[src/rtl/axis_pkt_pkg.sv]
// Shared types and config-word helpers for the AXI-Stream packet generator.
package axis_pkt_pkg;

  localparam int unsigned PKT_DW = 8;
  localparam int unsigned CFG_W  = 2 * PKT_DW;

  typedef enum logic [1:0] {
    IDLE = 2'd0,
    SEND = 2'd1,
    GAP  = 2'd2
  } pkt_state_e;

  function automatic logic [PKT_DW-1:0] cfg_len_m1(input logic [CFG_W-1:0] cfg);
    return cfg[CFG_W-1:PKT_DW];
  endfunction

  function automatic logic [PKT_DW-1:0] cfg_seed(input logic [CFG_W-1:0] cfg);
    return cfg[PKT_DW-1:0];
  endfunction

endpackage

[src/rtl/axis_pkt_gen.sv]
// AXI-Stream packet source: {len_m1, seed} config, incrementing data, optional repeat.
// Define PKT_GEN_GAP_EN to insert GAP idle cycles after every packet.
module axis_pkt_gen
  import axis_pkt_pkg::*;
#(
  parameter int unsigned DW = 8,
  parameter int unsigned CW = 16
`ifdef PKT_GEN_GAP_EN
  ,
  parameter int unsigned GAP = 4
`endif
) (
  input  logic            clk,
  input  logic            rst,
  input  logic            start,
  input  logic            repeat_en,
  input  logic [2*DW-1:0] config_packet,
  output logic [DW-1:0]   m_tdata,
  output logic            m_tvalid,
  output logic            m_tlast,
  input  logic            m_tready,
  output logic            busy,
  output logic            pkt_done,
  output logic [CW-1:0]   pkt_count
);

  // One extra bit so len_m1 = all-ones still counts 2^DW beats.
  localparam int unsigned BW = DW + 1;
`ifdef PKT_GEN_GAP_EN
  localparam int unsigned GW = (GAP > 1) ? $clog2(GAP) : 1;
`endif

  pkt_state_e     state, state_nxt;
  logic [DW-1:0]  len_q, len_nxt;
  logic [DW-1:0]  seed_q, seed_nxt;
  logic [BW-1:0]  beat_q, beat_nxt;
  logic [DW-1:0]  tdata_nxt;
  logic           tvalid_nxt, tlast_nxt, busy_nxt, done_nxt;
  logic [CW-1:0]  count_nxt;
  logic           launch;
  logic           hs, last_hs;
`ifdef PKT_GEN_GAP_EN
  logic [GW-1:0]  gap_q, gap_nxt;
  logic           rep_q, rep_nxt;
`endif

  assign hs      = m_tvalid & m_tready;
  assign last_hs = hs & m_tlast;

  // Next-state and next-output logic; launch presents beat 0 of a new packet.
  always_comb begin
    state_nxt  = state;
    len_nxt    = len_q;
    seed_nxt   = seed_q;
    beat_nxt   = beat_q;
    tdata_nxt  = m_tdata;
    tvalid_nxt = m_tvalid;
    tlast_nxt  = m_tlast;
    busy_nxt   = busy;
    done_nxt   = 1'b0;
    count_nxt  = pkt_count;
    launch     = 1'b0;
`ifdef PKT_GEN_GAP_EN
    gap_nxt    = gap_q;
    rep_nxt    = rep_q;
`endif

    case (state)
      IDLE: begin
        if (start) begin
          len_nxt  = config_packet[2*DW-1:DW];
          seed_nxt = config_packet[DW-1:0];
          launch   = 1'b1;
        end
      end
      SEND: begin
        if (last_hs) begin
          count_nxt  = pkt_count + CW'(1);
          done_nxt   = 1'b1;
          tvalid_nxt = 1'b0;
          tlast_nxt  = 1'b0;
`ifdef PKT_GEN_GAP_EN
          state_nxt  = axis_pkt_pkg::GAP;
          gap_nxt    = GW'(GAP - 1);
          rep_nxt    = repeat_en;
`else
          if (repeat_en) begin
            launch = 1'b1;
          end else begin
            state_nxt = IDLE;
            busy_nxt  = 1'b0;
          end
`endif
        end else if (hs) begin
          beat_nxt  = beat_q + BW'(1);
          tdata_nxt = m_tdata + DW'(1);
          tlast_nxt = (beat_q + BW'(1)) == {1'b0, len_q};
        end
      end
`ifdef PKT_GEN_GAP_EN
      axis_pkt_pkg::GAP: begin
        if (gap_q == '0) begin
          if (rep_q) begin
            launch = 1'b1;
          end else begin
            state_nxt = IDLE;
            busy_nxt  = 1'b0;
          end
        end else begin
          gap_nxt = gap_q - GW'(1);
        end
      end
`endif
      default: begin
        state_nxt  = IDLE;
        tvalid_nxt = 1'b0;
        tlast_nxt  = 1'b0;
        busy_nxt   = 1'b0;
      end
    endcase

    if (launch) begin
      state_nxt  = SEND;
      busy_nxt   = 1'b1;
      beat_nxt   = '0;
      tdata_nxt  = seed_nxt;
      tvalid_nxt = 1'b1;
      tlast_nxt  = (len_nxt == '0);
    end
  end

  always_ff @(posedge clk or negedge rst) begin
    if (!rst) begin
      state     <= IDLE;
      len_q     <= '0;
      seed_q    <= '0;
      beat_q    <= '0;
      m_tdata   <= '0;
      m_tvalid  <= 1'b0;
      m_tlast   <= 1'b0;
      busy      <= 1'b0;
      pkt_done  <= 1'b0;
      pkt_count <= '0;
`ifdef PKT_GEN_GAP_EN
      gap_q     <= '0;
      rep_q     <= 1'b0;
`endif
    end else begin
      state     <= state_nxt;
      len_q     <= len_nxt;
      seed_q    <= seed_nxt;
      beat_q    <= beat_nxt;
      m_tdata   <= tdata_nxt;
      m_tvalid  <= tvalid_nxt;
      m_tlast   <= tlast_nxt;
      busy      <= busy_nxt;
      pkt_done  <= done_nxt;
      pkt_count <= count_nxt;
`ifdef PKT_GEN_GAP_EN
      gap_q     <= gap_nxt;
      rep_q     <= rep_nxt;
`endif
    end
  end

endmodule

[config.mk]
export PLATFORM = sky130hd
export DESIGN_NAME = axis_pkt_gen
export DESIGN_NICKNAME = d
export VERILOG_FILES = /design/src/rtl/axis_pkt_pkg.sv /design/src/rtl/axis_pkt_gen.sv
export SDC_FILE = /design/constraint.sdc
export NUM_CORES = 1
export LEC_CHECK = 0
export BUFFER_PORTS_ARGS = -buffer_cell sky130_fd_sc_hd__buf_2
export CAP_MARGIN = 5
export CELL_PAD_IN_SITES_DETAIL_PLACEMENT = 0
export CELL_PAD_IN_SITES_GLOBAL_PLACEMENT = 1
export CORE_AREA = 4 4 86 88
export CTS_BUF_LIST = sky130_fd_sc_hd__clkbuf_4 sky130_fd_sc_hd__clkbuf_8
export CTS_CLUSTER_DIAMETER = 40
export DETAILED_ROUTE_END_ITERATION = 10
export DIE_AREA = 0 0 90 92
export PLACE_DENSITY = 0.85
export SYNTH_ARGS = -nofsm -noshare
export SYNTH_HDL_FRONTEND = slang
export SYNTH_SLANG_ARGS = --single-unit
[constraint.sdc]
create_clock -name clk -period 1.7 [get_ports clk]
set_input_delay 0.17 -clock clk [delete_from_list [all_inputs] [get_ports clk]]
set_output_delay 0.17 -clock clk [all_outputs]
set_load 0.05 [all_outputs]
==> impl_metrics.py, run 1 <==
metrics = {
    "detailed_routing": {
        "dr.pass1.iters": 5,
        "drc_errors": 0,
        "wl_per_cell_um": 15.0,
        "drt_iter0_markers": 89,
        "route.vias.total": 2104,
        "routed_wl_um": 5910,
        "routed_via_density": 5.34,
        "ant_nets": 0,
    },
    "sta": {
        "maxSlewHeadroom_pct": 63.3,
        "finalCritPeriodShare_pct": 96.2,
        "finClkSkew_ns": 0.00579,
        "slew_viol_final": 0,
        "tightest_slew_ns": 0.551,
        "rsz0062_at_grt": "true",
        "max_freq_mhz": 611,
        "worst_slack_ns": 0.0644,
        "hold_viol_final": 0,
        "fin_crit_ns": 1.64,
        "finalSetupViolCount": 0,
        "holdWs_ns": 0.107,
    },
    "critical_path": {
        "crit_required_ns": 1.92,
        "r2r_slack_ns": 0.06,
        "crit_family": "compound AO/OA/AOI/OAI gates",
        "crit_end": "m_tlast$_DFFE_PN0P_",
        "crit_chain": "ha_4, nor4_1, a31oi_1, o311a_1, o31ai_2",
        "max_stage_delay_ns": 0.45,
        "end_kind": "flip-flop",
        "r2r_start": "beat_q[1]$_DFFE_PN0P_",
        "worstReg2RegEnd": "m_tlast$_DFFE_PN0P_",
        "cp_max_fo": 8,
        "reg2regPathDepth": 5,
        "cp.arrival_ns": 1.85,
        "crit_buf_inv": 0,
        "startpoint": "beat_q[1]$_DFFE_PN0P_",
        "critPathLaunchType": "flip-flop",
        "crit_type": "flip-flop to flip-flop",
        "crit_cells": 5,
        "cp_slowest_cell": "dfrtp_1",
    },
    "die": {
        "pin_count": 49,
        "rows": 30,
        "dieArea_um2": 8280,
        "initial_core_util_pct": 39.3,
        "core_um2": 6640,
        "die_h_um": 92,
        "fp.dieW_um": 90,
    },
    "synth": {
        "synth_area_um2": 2610,
        "synth_area_leaders": "dfrtp_1, mux2_2, xnor2_1, nor2_1, nand2_1",
        "synth_top_area_cell": "dfrtp_1",
        "ys.flop_type": "dfrtp_1",
        "async_reset_ff_share_pct": 100,
        "yosysWarnings": 0,
        "syn_nets": 273,
        "ys_ff_latch": 53,
        "synth_edf_count": 0,
        "netlist.area_leader.share_pct": 50.8,
        "syn_inst": 249,
        "synth.avg_cell_area_um2": 10.5,
        "ys_seq_area_share_pct": 50.8,
        "synth_cell_type_count": 42,
    },
    "finish": {
        "register_area_um2": 1340,
        "nFillCells": 631,
        "multiInputGateArea_um2": 1270,
        "syn_to_final_growth_pct": 25.5,
        "antenna_cells": 0,
        "fin_util_pct": 49.4,
        "layout_commonest_cell": "buf_2",
        "layout.cells.non_filler": 394,
        "mostFrequentLayoutCells": "buf_2, dfrtp_1, nor2_1",
        "final_nets": 337,
        "drive_gt1_share_pct": 35.4,
    },
    "clock_tree": {
        "clock_latency_ns": 0.30,
        "clock_path_buffers": 2,
        "clk_pin_slew_ns": 0.10,
        "cts_sinks": 53,
        "clock-root-buffer": "clkbuf_8",
        "cts_tree": "yes",
        "numCtsBuffers": 5,
        "htree_levels": 2,
    },
    "pwr": {
        "p_leak_uw": 0.00148,
        "p_clk_share_pct": 18.5,
        "switching_share_pct": 40.1,
        "internal_power_uw": 2940,
        "p_comb_share_pct": 40.1,
        "p_sw_uw": 1970,
        "ir_drop_uv": 807,
        "p_per_area_nw_per_um2": 1500,
        "p_seq_share_pct": 41.4,
    },
    "job": {
        "drv_cap": 0,
    },
    "grt": {
        "grt_antenna_before_repair": 0,
        "grt_pass1_wl_um": 10200,
        "gr-usage-all-layers_pct": 15.1,
        "grt_overflow_total": 0,
        "grt_start_max_net_pins": 32,
        "first_global_vias": 2140,
    },
    "outcome": {
        "status": "finished clean",
    },
    "placed_design": {
        "gp_congestion": 0.808,
        "dp_cells": 383,
        "pre_cts_ws_ns": 0.0520,
        "port_buffers": 48,
        "hpwl_um": 4340,
    },
    "worst_hold_path": {
        "min_path_type": "input port to flip-flop",
    },
}
[cells in the mapped netlist, types with 2 or more instances]
master	n
nand3_1	12
nor2_1	24
inv_1	6
o21ai_0	13
nand2b_1	2
xor2_1	6
nor2b_1	2
dfrtp_1	53
and4_1	2
nor4_1	5
a21o_1	4
nand2_1	18
buf_2	7
ha_1	3
a21oi_1	10
a31oi_1	5
o22a_1	4
and3_1	5
o311a_1	2
nor3_1	3
nand4_1	4
xnor2_1	20
o31ai_1	4
mux2_2	17
[metrics by stage]
stage          power [µW]  setup TNS (ns)  area [µm²]
3_5_place_dp         3960               0        3120
4_1_cts              4880               0        3250
2_1_floorplan        3390         -0.0219        2680
5_1_grt              5260         -0.0736        3280
6_report             4910               0        3280
3_3_place_gp         3890               0        3120
[registers in the layout, indices dropped and copies added (netlist names)]
| register | cells |
|---|---|
| beat_q | 9 |
| busy | 1 |
| len_q | 8 |
| m_tdata | 8 |
| m_tlast | 1 |
| m_tvalid | 1 |
| pkt_count | 16 |
| pkt_done | 1 |
| seed_q | 8 |
[logic make-up (layout without fill, tap and decap cells)]
kind of cell	count (synthesis)	in the layout	synth area share (%)
adders and majority gates	3	3	1.44
DFF	53	53	50.8
xor gates and xnor gates	26	26	8.72
and+or+nand+nor	84	84	15.7
buffers and inverters	15	80	2.63
muxes	18	18	7.71
AOI/OAI and AO/OA	50	50	13.0
[worst reg2reg max path, delay by kind of cell (launching register included)]
family                   cells  cell delay (ns)
flip-flops                   1             0.45
AND/OR/NAND/NOR              1             0.29
adder cells (fa/ha/maj)      1             0.22
AO/OA/AOI/OAI                3             0.60
[per-layer routing]
metal / global-route usage (%) / up-vias / wire length [µm]
met5: 0 / - / 0
met4: 4.21 / 0 / 94
met3: 3.45 / 13 / 238
met2: 25.5 / 46 / 2820
met1: 19.6 / 1025 / 2760
li1: - / 1020 / -
[area by class of cell]
type / instances / share of cell area, %
clock inverter: 1 / 0.916
multi-input combinational: 181 / 38.8
timing repair buffer: 66 / 13.0
inverter: 6 / 0.687
tap: 80 / 3.05
sequential: 53 / 40.7
clock buffer: 7 / 2.75
[power by group through the flow]
stage                     sequential (µW)  combinational (µW)  clock (µW)
final                                2030                1970         909
after global routing                 2110                2160         996
after CTS                            2030                1920         930
after detailed placement             2050                1910           0
after global placement               2040                1850           0
after floorplan                      2400                 987           0
[what timing repair did]
| item | CTS | global route |
|---|---|---|
| gates resized for setup | 0 | 3 |
| setup buffers | 0 | 2 |
| hold buffers | 1 | 0 |
| setup endpoints to repair | 0 | 13 |
| endpoints found under the hold margin | 22 | 0 |
[how the worst min path moves through the flow]
stage / cells past startpoint / start / end / slack [ns]
2_1_floorplan: 0 / rst / beat_q[0]$_DFFE_PN0P_ / -0.13
3_3_place_gp: 1 / rst / pkt_count[7]$_DFFE_PN0P_ / 0.18
3_5_place_dp: 1 / rst / pkt_count[5]$_DFFE_PN0P_ / 0.18
4_1_cts: 2 / config_packet[7] / seed_q[7]$_DFF_PN0_ / 0.11
5_1_grt: 2 / config_packet[9] / len_q[1]$_DFF_PN0_ / 0.11
6_report: 2 / config_packet[7] / seed_q[7]$_DFF_PN0_ / 0.11
No activity file was read; power rests on OpenSTA's default activity.
==> run 2, diff against run 1 <==
CELL_PAD_IN_SITES_DETAIL_PLACEMENT = 1   (was 0)
SETUP_SLACK_MARGIN = 0.3   (was default)
==> run 2 against run 1 <==
Against the previous run:
- the run now ends with negative setup slack left
- first-iteration DRC count is 64% higher
- non-clock buffer count is 38 higher
- count of clock-buffer cells in the layout is 2 lower
- highest routed layer unchanged
==> impl_metrics.py, run 2 (synthesized netlist as in run 1, its figures left out) <==
metrics = {
    "sta": {
        "tightest_slew_ns": 0.495,
        "slew_viol_final": 0,
        "finalCritPeriodShare_pct": 105,
        "holdWs_ns": 0.0931,
        "rsz0062_at_grt": "true",
        "max_freq_mhz": 560,
        "finClkSkew_ns": 0.0161,
        "finalSetupViolCount": 7,
        "fin_crit_ns": 1.79,
        "maxSlewHeadroom_pct": 66.7,
        "worst_slack_ns": -0.0851,
        "hold_viol_final": 0,
    },
    "die": {
        "pin_count": 49,
        "core_um2": 6640,
        "dieArea_um2": 8280,
        "initial_core_util_pct": 39.3,
        "rows": 30,
        "die_h_um": 92,
        "fp.dieW_um": 90,
    },
    "critical_path": {
        "crit_end": "m_tlast$_DFFE_PN0P_",
        "end_kind": "flip-flop",
        "r2r_start": "beat_q[0]$_DFFE_PN0P_",
        "cp.arrival_ns": 2.01,
        "cp_max_fo": 4,
        "crit_required_ns": 1.92,
        "reg2regPathDepth": 7,
        "r2r_slack_ns": -0.09,
        "crit_type": "flip-flop to flip-flop",
        "worstReg2RegEnd": "m_tlast$_DFFE_PN0P_",
        "startpoint": "beat_q[0]$_DFFE_PN0P_",
        "critPathLaunchType": "flip-flop",
    },
    "finish": {
        "biggestRegsByFlops": "pkt_count: 16 flops, beat_q: 9 flops",
        "final_nets": 375,
        "fin_util_pct": 63.2,
        "layout.cells.non_filler": 432,
        "mostFrequentLayoutCells": "buf_2, dfrtp_1, buf_4",
        "drive_gt1_share_pct": 58.5,
        "syn_to_final_growth_pct": 60.7,
        "largest_reg_flops": 16,
        "largest-register": "pkt_count",
        "antenna_cells": 0,
        "layout_commonest_cell": "buf_2",
    },
    "pwr": {
        "p_per_area_nw_per_um2": 1530,
        "p_leak_uw": 0.00192,
        "switching_share_pct": 43.3,
        "p_clk_share_pct": 16.9,
        "internal_power_uw": 3630,
        "p_sw_uw": 2780,
        "ir_drop_uv": 852,
        "p_comb_share_pct": 48.4,
        "p_seq_share_pct": 34.7,
    },
    "clock_tree": {
        "htree_levels": 2,
        "clock-root-buffer": "clkbuf_8",
        "clock_path_buffers": 2,
        "cts_sinks": 53,
        "cts_tree": "yes",
        "clock_latency_ns": 0.33,
        "numCtsBuffers": 5,
        "clk_pin_slew_ns": 0.11,
    },
    "detailed_routing": {
        "routed_wl_um": 11700,
        "routed_via_density": 5.90,
        "wl_per_cell_um": 27.0,
        "ant_nets": 0,
        "dr.pass1.iters": 4,
        "route.vias.total": 2549,
        "drc_errors": 0,
        "drt_iter0_markers": 146,
    },
    "worst_hold_path": {
        "min_from": "config_packet[9]",
        "min_path_type": "input port to flip-flop",
    },
    "grt": {
        "first_global_vias": 2787,
        "grt_overflow_total": 0,
        "grt_antenna_before_repair": 0,
        "gr-usage-all-layers_pct": 23.4,
        "grt_pass1_wl_um": 15200,
        "grt_start_max_net_pins": 36,
    },
    "outcome": {
        "status": "complete, but fails checks",
        "failed_checks": "negative setup slack",
    },
    "job": {
        "drv_cap": 0,
    },
    "placed_design": {
        "port_buffers": 48,
        "pre_cts_ws_ns": 0.0335,
        "hpwl_um": 5070,
        "gp_congestion": 0.819,
        "dp_cells": 381,
    },
}
[run 2: final cells by class]
| type | count | area (µm²) |
|---|---|---|
| Clock buffer | 5 | 68.8 |
| Clock inverter | 3 | 68.8 |
| Fill cell | 655 | 2440 |
| Inverter | 6 | 22.5 |
| Multi-Input combinational cell | 181 | 1670 |
| Sequential cell | 53 | 1340 |
| Tap cell | 80 | 100 |
| Timing Repair Buffer | 104 | 923 |
[run 2: metal layers]
metal,global-route usage (%),wire (µm),vias to the layer above
met2,43.0,6380,100
met5,0,0,-
met4,11.7,288,0
li1,-,-,1092
met1,25.4,4500,1330
met3,4.92,509,27
[run 2: through the flow]
stage	instance area, µm²	TNS, ns	total power (µW)
2_1_floorplan	2710	0	3410
3_3_place_gp	3120	0	3910
3_5_place_dp	3120	0	4000
4_1_cts	3650	0	5380
5_1_grt	4200	-0.600	6630
6_report	4200	-0.248	6410
[run 2: repair_timing]
action,in CTS,in global routing
pin swaps,15,30
endpoints found under the hold margin,18,0
setup endpoints to repair,31,43
buffers inserted,19,18
cloned,3,2
hold buffers,1,0
resized for setup,38,83
[run 2: critical path: stages, from the launching register on]
cell and delay [ns]:
dfrtp_2 0.45, ha_4 0.18, buf_4 0.14, nor2_1 0.07, o21ai_1 0.20, o311a_1 0.26
o2111ai_2 0.15, o31ai_2 0.25
[run 2: worst min-delay path by stage]
stage | to | cells after the start | slack, ns
2_1_floorplan | beat_q[0]$_DFFE_PN0P_ | 0 | -0.13
3_3_place_gp | pkt_count[7]$_DFFE_PN0P_ | 1 | 0.14
3_5_place_dp | pkt_count[5]$_DFFE_PN0P_ | 1 | 0.14
4_1_cts | len_q[5]$_DFF_PN0_ | 2 | 0.1
5_1_grt | len_q[1]$_DFF_PN0_ | 2 | 0.08
6_report | len_q[1]$_DFF_PN0_ | 2 | 0.09
[run 2: power groups by stage]
stage                     combinational, µW  clock (µW)  sequential [µW]
after floorplan                        1010           0             2400
after global placement                 1850           0             2060
after detailed placement               1920           0             2080
after CTS                              2250        1050             2080
after global routing                   3230        1140             2260
final                                  3100        1080             2220
